`src/rtl/sigmeas_pkg.sv`:
```
// rtl/sigmeas_pkg.sv - shared types and constants for the signal measurement blocks
package sigmeas_pkg;

    typedef enum logic {
        ST_UNARMED = 1'b0,
        ST_MEASURE = 1'b1
    } meas_state_t;

    localparam int          PHASE_W  = 32;
    localparam int          DIV_ITER = 33;
    localparam logic [32:0] DIVIDEND = 33'h1_0000_0000;

endpackage

```
`src/rtl/recip_div.sv`:
```
// rtl/recip_div.sv - sequential restoring divider computing floor(2^32 / divisor)
module recip_div
    import sigmeas_pkg::*;
(
    input  logic               clk,
    input  logic               rst_n,
    input  logic               start,
    input  logic [PHASE_W-1:0] divisor,
    output logic               busy,
    output logic               done,
    output logic [PHASE_W-1:0] quotient
);

    logic               busy_q, busy_d;
    logic [5:0]         iter_q, iter_d;
    logic [32:0]        dvd_q, dvd_d;
    logic [32:0]        rem_q, rem_d;
    logic [PHASE_W-1:0] quo_q, quo_d;
    logic [PHASE_W-1:0] dvs_q, dvs_d;

    logic [32:0] trial;
    logic [32:0] diff;
    logic        ge;

    always_comb begin
        trial  = {rem_q[31:0], dvd_q[32]};
        diff   = trial - {1'b0, dvs_q};
        ge     = (trial >= {1'b0, dvs_q});
        busy_d = busy_q;
        iter_d = iter_q;
        dvd_d  = dvd_q;
        rem_d  = rem_q;
        quo_d  = quo_q;
        dvs_d  = dvs_q;
        if (start && !busy_q) begin
            busy_d = 1'b1;
            iter_d = '0;
            dvd_d  = DIVIDEND;
            rem_d  = '0;
            quo_d  = '0;
            dvs_d  = divisor;
        end else if (busy_q) begin
            if (iter_q == 6'(DIV_ITER)) begin
                busy_d = 1'b0;
            end else begin
                // Quotient bit 32 is shifted out of the 32-bit register; it is always 0.
                rem_d  = ge ? diff : trial;
                dvd_d  = {dvd_q[31:0], 1'b0};
                quo_d  = {quo_q[PHASE_W-2:0], ge};
                iter_d = iter_q + 6'd1;
            end
        end
    end

    always_ff @(posedge clk or negedge rst_n) begin
        if (!rst_n) begin
            busy_q <= 1'b0;
            iter_q <= '0;
            dvd_q  <= '0;
            rem_q  <= '0;
            quo_q  <= '0;
            dvs_q  <= '0;
        end else begin
            busy_q <= busy_d;
            iter_q <= iter_d;
            dvd_q  <= dvd_d;
            rem_q  <= rem_d;
            quo_q  <= quo_d;
            dvs_q  <= dvs_d;
        end
    end

    assign busy     = busy_q;
    assign done     = busy_q && (iter_q == 6'(DIV_ITER));
    assign quotient = quo_q;

endmodule

```
`src/rtl/square_freq_meter.sv`:
```
// rtl/square_freq_meter.sv - square wave period meter with reciprocal phase-step estimate
module square_freq_meter
    import sigmeas_pkg::*;
#(
    parameter int unsigned TIMEOUT_CYCLES = 16777216
) (
    input  logic               clk,
    input  logic               rst_n,
    input  logic               square_in,
    output logic [PHASE_W-1:0] period_out,
    output logic [PHASE_W-1:0] phase_step_out,
    output logic               valid,
    output logic               no_signal,
    output logic               overrun
);

    logic sync1_q, sync2_q, prev_q, edge_q;

    meas_state_t        state_q, state_d;
    logic [PHASE_W-1:0] count_q, count_d;
    logic [PHASE_W-1:0] pend_q, pend_d;
    logic [PHASE_W-1:0] period_q, period_d;
    logic [PHASE_W-1:0] phase_q, phase_d;
    logic               valid_q, valid_d;
    logic               no_signal_q, no_signal_d;
    logic               overrun_q, overrun_d;

    logic               div_start, div_busy, div_done;
    logic [PHASE_W-1:0] div_quotient;

    always_ff @(posedge clk or negedge rst_n) begin
        if (!rst_n) begin
            sync1_q <= 1'b0;
            sync2_q <= 1'b0;
            prev_q  <= 1'b0;
            edge_q  <= 1'b0;
        end else begin
            sync1_q <= square_in;
            sync2_q <= sync1_q;
            prev_q  <= sync2_q;
            edge_q  <= sync2_q & ~prev_q;
        end
    end

    always_comb begin
        state_d     = state_q;
        count_d     = count_q;
        pend_d      = pend_q;
        period_d    = period_q;
        phase_d     = phase_q;
        valid_d     = 1'b0;
        no_signal_d = no_signal_q;
        overrun_d   = overrun_q;
        div_start   = 1'b0;
        case (state_q)
            ST_UNARMED: begin
                count_d = '0;
                if (edge_q) begin
                    state_d     = ST_MEASURE;
                    count_d     = 32'd1;
                    no_signal_d = 1'b0;
                end
            end
            ST_MEASURE: begin
                count_d = count_q + 32'd1;
                if (edge_q) begin
                    count_d = 32'd1;
                    if (div_busy) begin
                        overrun_d = 1'b1;
                    end else begin
                        div_start = 1'b1;
                        pend_d    = count_q;
                    end
                end else if (count_q == TIMEOUT_CYCLES) begin
                    state_d     = ST_UNARMED;
                    count_d     = '0;
                    no_signal_d = 1'b1;
                    period_d    = '0;
                    phase_d     = '0;
                end
            end
            default: state_d = ST_UNARMED;
        endcase
        // A divide started before a timeout still publishes its result.
        if (div_done) begin
            period_d = pend_q;
            phase_d  = div_quotient;
            valid_d  = 1'b1;
        end
    end

    always_ff @(posedge clk or negedge rst_n) begin
        if (!rst_n) begin
            state_q     <= ST_UNARMED;
            count_q     <= '0;
            pend_q      <= '0;
            period_q    <= '0;
            phase_q     <= '0;
            valid_q     <= 1'b0;
            no_signal_q <= 1'b1;
            overrun_q   <= 1'b0;
        end else begin
            state_q     <= state_d;
            count_q     <= count_d;
            pend_q      <= pend_d;
            period_q    <= period_d;
            phase_q     <= phase_d;
            valid_q     <= valid_d;
            no_signal_q <= no_signal_d;
            overrun_q   <= overrun_d;
        end
    end

    recip_div u_div (
        .clk      (clk),
        .rst_n    (rst_n),
        .start    (div_start),
        .divisor  (count_q),
        .busy     (div_busy),
        .done     (div_done),
        .quotient (div_quotient)
    );

    assign period_out     = period_q;
    assign phase_step_out = phase_q;
    assign valid          = valid_q;
    assign no_signal      = no_signal_q;
    assign overrun        = overrun_q;

endmodule

```
`config.mk`:
```
export PLATFORM = sky130hd
export DESIGN_NAME = square_freq_meter
export DESIGN_NICKNAME = d
export VERILOG_FILES = /design/src/rtl/sigmeas_pkg.sv /design/src/rtl/recip_div.sv /design/src/rtl/square_freq_meter.sv
export SDC_FILE = /design/constraint.sdc
export NUM_CORES = 1
export LEC_CHECK = 0
export ABC_AREA = 1
export CORE_MARGIN = 2
export CORE_UTILIZATION = 55
export DETAILED_ROUTE_END_ITERATION = 10
export PLACE_DENSITY = 0.74
export SLEW_MARGIN = 20
export SYNTH_ARGS = -nofsm -noshare
export SYNTH_HDL_FRONTEND = slang
export SYNTH_SLANG_ARGS = --single-unit
```
`constraint.sdc`:
```
create_clock -name clk -period 2.2 [get_ports clk]
set_input_delay 0.22 -clock clk [delete_from_list [all_inputs] [get_ports clk]]
set_output_delay 0.22 -clock clk [all_outputs]
set_load 0.05 [all_outputs]
```
==> impl_metrics.ini, run 1 <==
[layout]
area_growth_pct = 23.0
num-fill-cells = 1827
num_antenna_cells = 0
drive_above_1_share_pct = 16.4
stdcell_count = 2092
nets = 1798

[synthesis]
synth.area.mux_share_pct = 0
yosysWarnings = 0
synth.distinct_cells = 46
synth_top_family_by_area = simple AND/OR/NAND/NOR gates
synth_area_per_cell_um2 = 7.82
synth_edf_count = 0
synth-simple-area-share_pct = 33.3
synth_xor_area_share_pct = 2.25
async_flop_share_pct = 100
synth_cells = 1640
ys_seq_area_share_pct = 46.9
synth_ff_type = dfrtp_1
synth_compound_area_share_pct = 4.97
synth-adder-area-share_pct = 3.67
synth.ff_latch_count = 240
syn_area_mm2 = 0.0128
syn_nets = 1680

[floorplan]
die_area_mm2 = 0.0245
core_area_mm2 = 0.0228
fp.dieW_um = 157
rows = 55
pin_count = 70
initial_core_util_pct = 56.3
die_h_um = 157

[worst_setup_path]
critPathKind = flop to flop
cp_data_arrival_time_ns = 2.61
crit_family = simple AND/OR/NAND/NOR gates
cp-start-kind = flop
regToRegSetupSlack_ns = 0.001
rr_worst_depth = 14
critPathLaunch = u_div.rem_q[24]$_DFFE_PN0P_
critPathBufInv = 2
path_max_fanout = 6
r2r_end = u_div.rem_q[13]$_DFFE_PN0P_
cp_common_cell = nand2_1
cp_data_required_time_ns = 2.61
cp.depth = 14
reg2reg_from = u_div.rem_q[24]$_DFFE_PN0P_
path_cells = ha_4 > nand2_1 > nor2_2 > nand2_1 > nor3_2 > nand2_1 > nand2_2 > a21oi_4 > buf_6 > nand2_8 > clkbuf_16 > nand2_2 > nand3_1 > nand2_1
max_stage_delay_ns = 0.45
critPathCaptureType = flop
slowest_stage = dfrtp_2

[hold_path]
min_path_type = input port to flop
worst_hold_path.endpoint = sync1_q$_DFF_PN0_
hold_depth = 1
worstHoldStart = square_in

[route]
drtPass1Iterations = 5
vias = 11200
dr.first_iter.drc_count = 936
drt-vias-per-instance = 5.33
drt_wl_total_mm = 34.1
ant_nets = 0
wl_per_cell_um = 16.3
drc = 0

[timing]
setup_viol = 0
min_period_ns = 2.20
fmax_mhz = 455
slew_headroom_pct = 56.2
drv_slew = 0
hold_violations = 0
tightestPinTransition_ns = 0.657
worst_slack_ns = 0.00129
timing.final.crit_share_pct = 99.9
skew_ns = 0.0185

[clock_tree]
cts_max_level = 1
clock_latency_ns = 0.54
cts_max_path_buffers = 3
cts_sinks = 240
path_clk_slew_ns = 0.06
cts_tree = yes
clockRootBuffer = clkbuf_16
numCtsBuffers = 27

[power_and_ir_drop]
p_switching_mw = 8.72
seqPwrFrac_pct = 29.0
clockPowerShare_pct = 20.6
combPwrFrac_pct = 50.4
total_power_mw = 21.0
internal_power_mw = 12.3
p_leak_nw = 7.99
sw_frac_of_total_pct = 41.4
p_per_area_mw_per_mm2 = 1330
power.ir.vdd_worst_mv = 0.903

[grt]
grtUsageTotal_pct = 26.6
overflow = 0
grt_pass1_vias = 10500
grt_antenna_before_repair = 0
grt_max_degree = 66
grt_pass1_wl_mm = 52.6

[placement]
place_ws_ns = -0.0256
hpwlAfterDp_mm = 22.9
dp.cells = 2013
io_buffers = 69
place.gp.congestion = 0.983

[status]
status = complete, no violations

[flow_run]
drv_cap = 0
==> cells in the mapped netlist, types with 15 or more instances <==
cell type	instances	area, um^2
nand2_1	575	2160
a21oi_1	26	130
nand2_2	39	244
ha_1	36	450
nor3_1	25	125
dfrtp_1	239	5980
nand3b_1	41	308
clkbuf_1	18	67.6
nand3_1	130	651
o21ai_0	44	220
xnor2_1	18	158
nor2_1	82	308
xor2_1	15	131
o22ai_1	31	194
inv_1	203	762
==> registers in the layout, summed over array words and instances, names as in the netlist, 6 cells and up <==
signal	cells
u_div.iter_q	6
pend_q	32
u_div.rem_q	32
period_out	32
u_div.dvs_q	32
u_div.quotient	32
count_q	32
phase_step_out	32
==> how the worst max path moves through the flow <==
stage                                              to
after floorplan           u_div.rem_q[25]$_DFFE_PN0P_
after global routing      u_div.rem_q[13]$_DFFE_PN0P_
final                     u_div.rem_q[13]$_DFFE_PN0P_
after CTS                 u_div.rem_q[23]$_DFFE_PN0P_
after detailed placement  u_div.rem_q[26]$_DFFE_PN0P_
after global placement    u_div.rem_q[28]$_DFFE_PN0P_
==> power groups by stage <==
stage                     clock network [mW]  logic [mW]  registers (mW)
after floorplan                            0        6.23            6.37
after global placement                     0        8.73            6.01
after detailed placement                   0        8.92            6.04
after CTS                               4.38        9.00            5.98
after global routing                    4.58        11.8            6.20
final                                   4.33        10.6            6.10
==> per-layer routing <==
metal	vias up	GRT usage, %	share of wire [%]
met4	0	8.13	2.9
li1	5401	-	-
met2	342	44.0	47
met1	5341	37.1	45
met3	70	2.94	5.4
met5	-	0	0
==> cells by family (layout without fill, tap and decap cells) <==
| group | Yosys count | count (layout) |
|---|---|---|
| XOR/XNOR | 33 | 33 |
| adder cells (fa/ha/maj) | 37 | 37 |
| AO/OA/AOI/OAI | 112 | 112 |
| buffers and inverters | 271 | 410 |
| AND/OR/NAND/NOR | 947 | 947 |
| flip-flops | 240 | 240 |
==> cells in the final DEF (no fill, tap or decap), drive strengths merged <==
cell / count
nand2: 616
dfrtp: 239
inv: 213
nand3: 141
nor2: 97
buf: 73
clkdlybuf4s50: 68
clkbuf: 49
o21ai: 46
nand3b: 42
ha: 36
o22ai: 31
nor3: 29
a21oi: 28
xnor2: 18
xor2: 15
nor4: 10
nand4: 6
or2: 3
o21a: 3
clkinv: 3
and2: 2
o21bai: 2
clkinvlp: 2
and3: 1
a21boi: 1
a31o: 1
fa: 1
bufinv: 1
dlygate4sd3: 1
dfstp: 1
==> area by class of cell <==
cell class | instances | area, um^2 | share of cell area (%)
multi-input cells | 1129 | 6220 | 39.4
flip-flops and latches | 240 | 6010 | 38.1
repair buffers | 148 | 1510 | 9.56
inverters | 212 | 798 | 5.06
clock buffers | 43 | 766 | 4.86
well taps | 313 | 392 | 2.48
clock inverters | 7 | 76.3 | 0.484
==> through the flow <==
stage | TNS, ns | utilization [%] | hold WS, ns | cell area (um^2)
floorplan | 0 | - | -0.0756 | 12800
CTS | 0 | 65.5 | 0.134 | 14900
global route | -1.04 | 69.2 | 0.139 | 15800
detailed placement | -0.135 | 61.6 | 0.174 | 14000
finish | 0 | 69.2 | 0.141 | 15800
global placement | 0 | 61.6 | 0.168 | 14000
==> repair_timing <==
item                                   in CTS  in global routing
hold buffers                                1                  0
cloned                                      0                  6
setup endpoints to repair                  24                 97
endpoints found under the hold margin      49                  0
setup buffers                               0                 22
pin swaps                                   0                  8
resized for setup                           3                103
No activity file was read; power rests on OpenSTA's default activity.
==> run 2: changes to the inputs <==
--- a/config.mk
+++ b/config.mk
@@ -7,9 +7,8 @@
 export LEC_CHECK = 0
 export ABC_AREA = 1
 export CORE_MARGIN = 2
-export CORE_UTILIZATION = 55
+export CORE_UTILIZATION = 46
 export DETAILED_ROUTE_END_ITERATION = 10
-export PLACE_DENSITY = 0.74
 export SLEW_MARGIN = 20
 export SYNTH_ARGS = -nofsm -noshare
 export SYNTH_HDL_FRONTEND = slang
==> run 2 against run 1 <==
Final area grew 0.60%. Utilization is 12 points lower. Hold slack worse by 0.0072 ns. Via count down 3.7%. Highest routed layer unchanged.
==> impl_metrics.ini, run 2 (synthesized netlist as in run 1, its figures left out) <==
[status]
status = complete, no violations

[layout]
drive_above_1_share_pct = 16.4
num-fill-cells = 2607
area_growth_pct = 23.8
nets = 1795
multiInputGateArea_mm2 = 0.00623
num_antenna_cells = 0
mostFrequentLayoutCells = nand2_1 (556), dfrtp_1 (237), inv_1 (196), nand3_1 (118), nor2_1 (74)
design_area_mm2 = 0.0159
final_common_cell = nand2_1
seq_area_mm2 = 0.00601

[worst_setup_path]
slowest_stage = dfrtp_1
critPathCaptureType = flop
rr_worst_depth = 13
cp_data_arrival_time_ns = 2.60
path_max_fanout = 7
cp_data_required_time_ns = 2.64
cp.depth = 13
cp_common_cell = nand2_2
cp-start-kind = flop
path_cells = ha_4 > nand2_2 > nor2_2 > nand2_1 > nor2_1 > nand2_2 > nand3b_4 > nand2_8 > nand2_8 > clkbuf_16 > nand2_2 > nand3_2 > nand2_1
regToRegSetupSlack_ns = 0.04
critPathBufInv = 1
crit_family = simple AND/OR/NAND/NOR gates
max_stage_delay_ns = 0.43
critPathKind = flop to flop

[clock_tree]
numCtsBuffers = 27
path_clk_slew_ns = 0.06
cts_tree = yes
cts_sinks = 240
clock_latency_ns = 0.55
cts_max_path_buffers = 3
clockRootBuffer = clkbuf_16
cts_max_level = 1

[placement]
io_buffers = 69
dpl_cell_area_mm2 = 0.0142
place_ws_ns = -0.0560
hpwlAfterDp_mm = 23.7
place.gp.congestion = 0.886

[floorplan]
die_area_mm2 = 0.0292
die_h_um = 171
pin_count = 70
core_area_mm2 = 0.0276
rows = 61
fp.dieW_um = 171
initial_core_util_pct = 46.4

[timing]
fmax_mhz = 463
skew_ns = 0.0110
tightestPinTransition_ns = 0.651
slew_headroom_pct = 56.6
hold_violations = 0
min_period_ns = 2.16
setup_viol = 0
timing.final.crit_share_pct = 98.1
worst_slack_ns = 0.0424
rsz0062_at_grt = yes
drv_slew = 0

[grt]
grt_pass1_vias = 10400
grt_antenna_before_repair = 0
grt_pass1_wl_mm = 54.1
grtUsageTotal_pct = 23.1
overflow = 0
grt_max_degree = 80

[hold_path]
min_path_type = input port to flop
hold_depth = 1

[power_and_ir_drop]
p_leak_nw = 8.03
power.ir.vdd_worst_mv = 1.20
p_per_area_mw_per_mm2 = 1330

[flow_run]
drv_cap = 0

[route]
drc = 0
dr.first_iter.drc_count = 544
wl_per_cell_um = 15.5
ant_nets = 0
drtPass1Iterations = 6
drt_wl_total_mm = 33.5
vias = 10700
drt-vias-per-instance = 4.99
==> run 2: cell types whose count changed in the layout (fill, tap and decap cells not counted), moves of 6 or more <==
cell | previous run | this run
clkbuf_1 | 13 | 6
nand3_2 | 15 | 22
clkinv_2 | 1 | 7
nand3_1 | 124 | 118
==> run 2: timing repair <==
item,4_1_cts,5_1_grt
setup buffers,0,5
endpoints found under the setup margin,22,97
hold buffers,1,0
pin swaps,0,21
resized for setup,5,102
hold endpoints to repair,71,0
cloned,0,4
==> run 2: routing by layer <==
layer | routed length (um) | part of all wire (%) | GRT usage (%) | up-vias
met5 | 0 | 0 | 0 | -
met4 | 805 | 2.4 | 6.37 | 0
met3 | 1370 | 4.1 | 2.98 | 57
met2 | 15800 | 47 | 37.4 | 225
met1 | 15500 | 46 | 32.7 | 5071
li1 | - | - | - | 5389
==> run 2: path summary, 6_finish.rpt <==
path | endpoint | from
min in group asynchronous | phase_step_out[26]$_DFFE_PN0P_ | rst_n
max reg2reg | u_div.rem_q[28]$_DFFE_PN0P_ | u_div.rem_q[19]$_DFFE_PN0P_
max | u_div.rem_q[28]$_DFFE_PN0P_ | u_div.rem_q[19]$_DFFE_PN0P_
max in group asynchronous | u_div.rem_q[17]$_DFFE_PN0P_ | rst_n
min reg2reg | sync2_q$_DFF_PN0_ | sync1_q$_DFF_PN0_
min | sync1_q$_DFF_PN0_ | square_in
==> run 2: final cells by class <==
type,count,area share [%]
multi-input combinational,1129,39.3
sequential,240,37.9
timing repair buffer,145,9.22
inverter,212,5.03
clock buffer,37,4.75
tap,378,2.98
clock inverter,13,0.883
==> run 2: where the power goes <==
group,internal [mW],total (mW),switching (mW)
Combinational,4.49,10.5,6.03
Sequential,5.37,6.08,0.716
Clock,2.65,4.52,1.87
==> run 2: metrics by stage <==
step	hold WS [ns]	TNS [ns]	power [mW]	utilization, %	instances
floorplan	-0.0756	0	12.6	-	1640
global placement	0.248	-0.0467	15.0	51.5	2094
detailed placement	0.249	-0.751	15.2	51.5	2094
CTS	0.109	0	19.8	54.9	2145
global route	0.113	-1.41	22.7	57.4	2154
finish	0.134	0	21.1	57.4	2154
==> run 3: changes to the inputs <==
--- a/config.mk
+++ b/config.mk
@@ -7,8 +7,9 @@
 export LEC_CHECK = 0
 export ABC_AREA = 1
 export CORE_MARGIN = 2
-export CORE_UTILIZATION = 46
+export CORE_UTILIZATION = 55
 export DETAILED_ROUTE_END_ITERATION = 10
+export PLACE_DENSITY = 0.74
 export SLEW_MARGIN = 20
 export SYNTH_ARGS = -nofsm -noshare
 export SYNTH_HDL_FRONTEND = slang
==> results of run 3 <==
No change in the layout: final DEF, timing and power equal those of run 1.
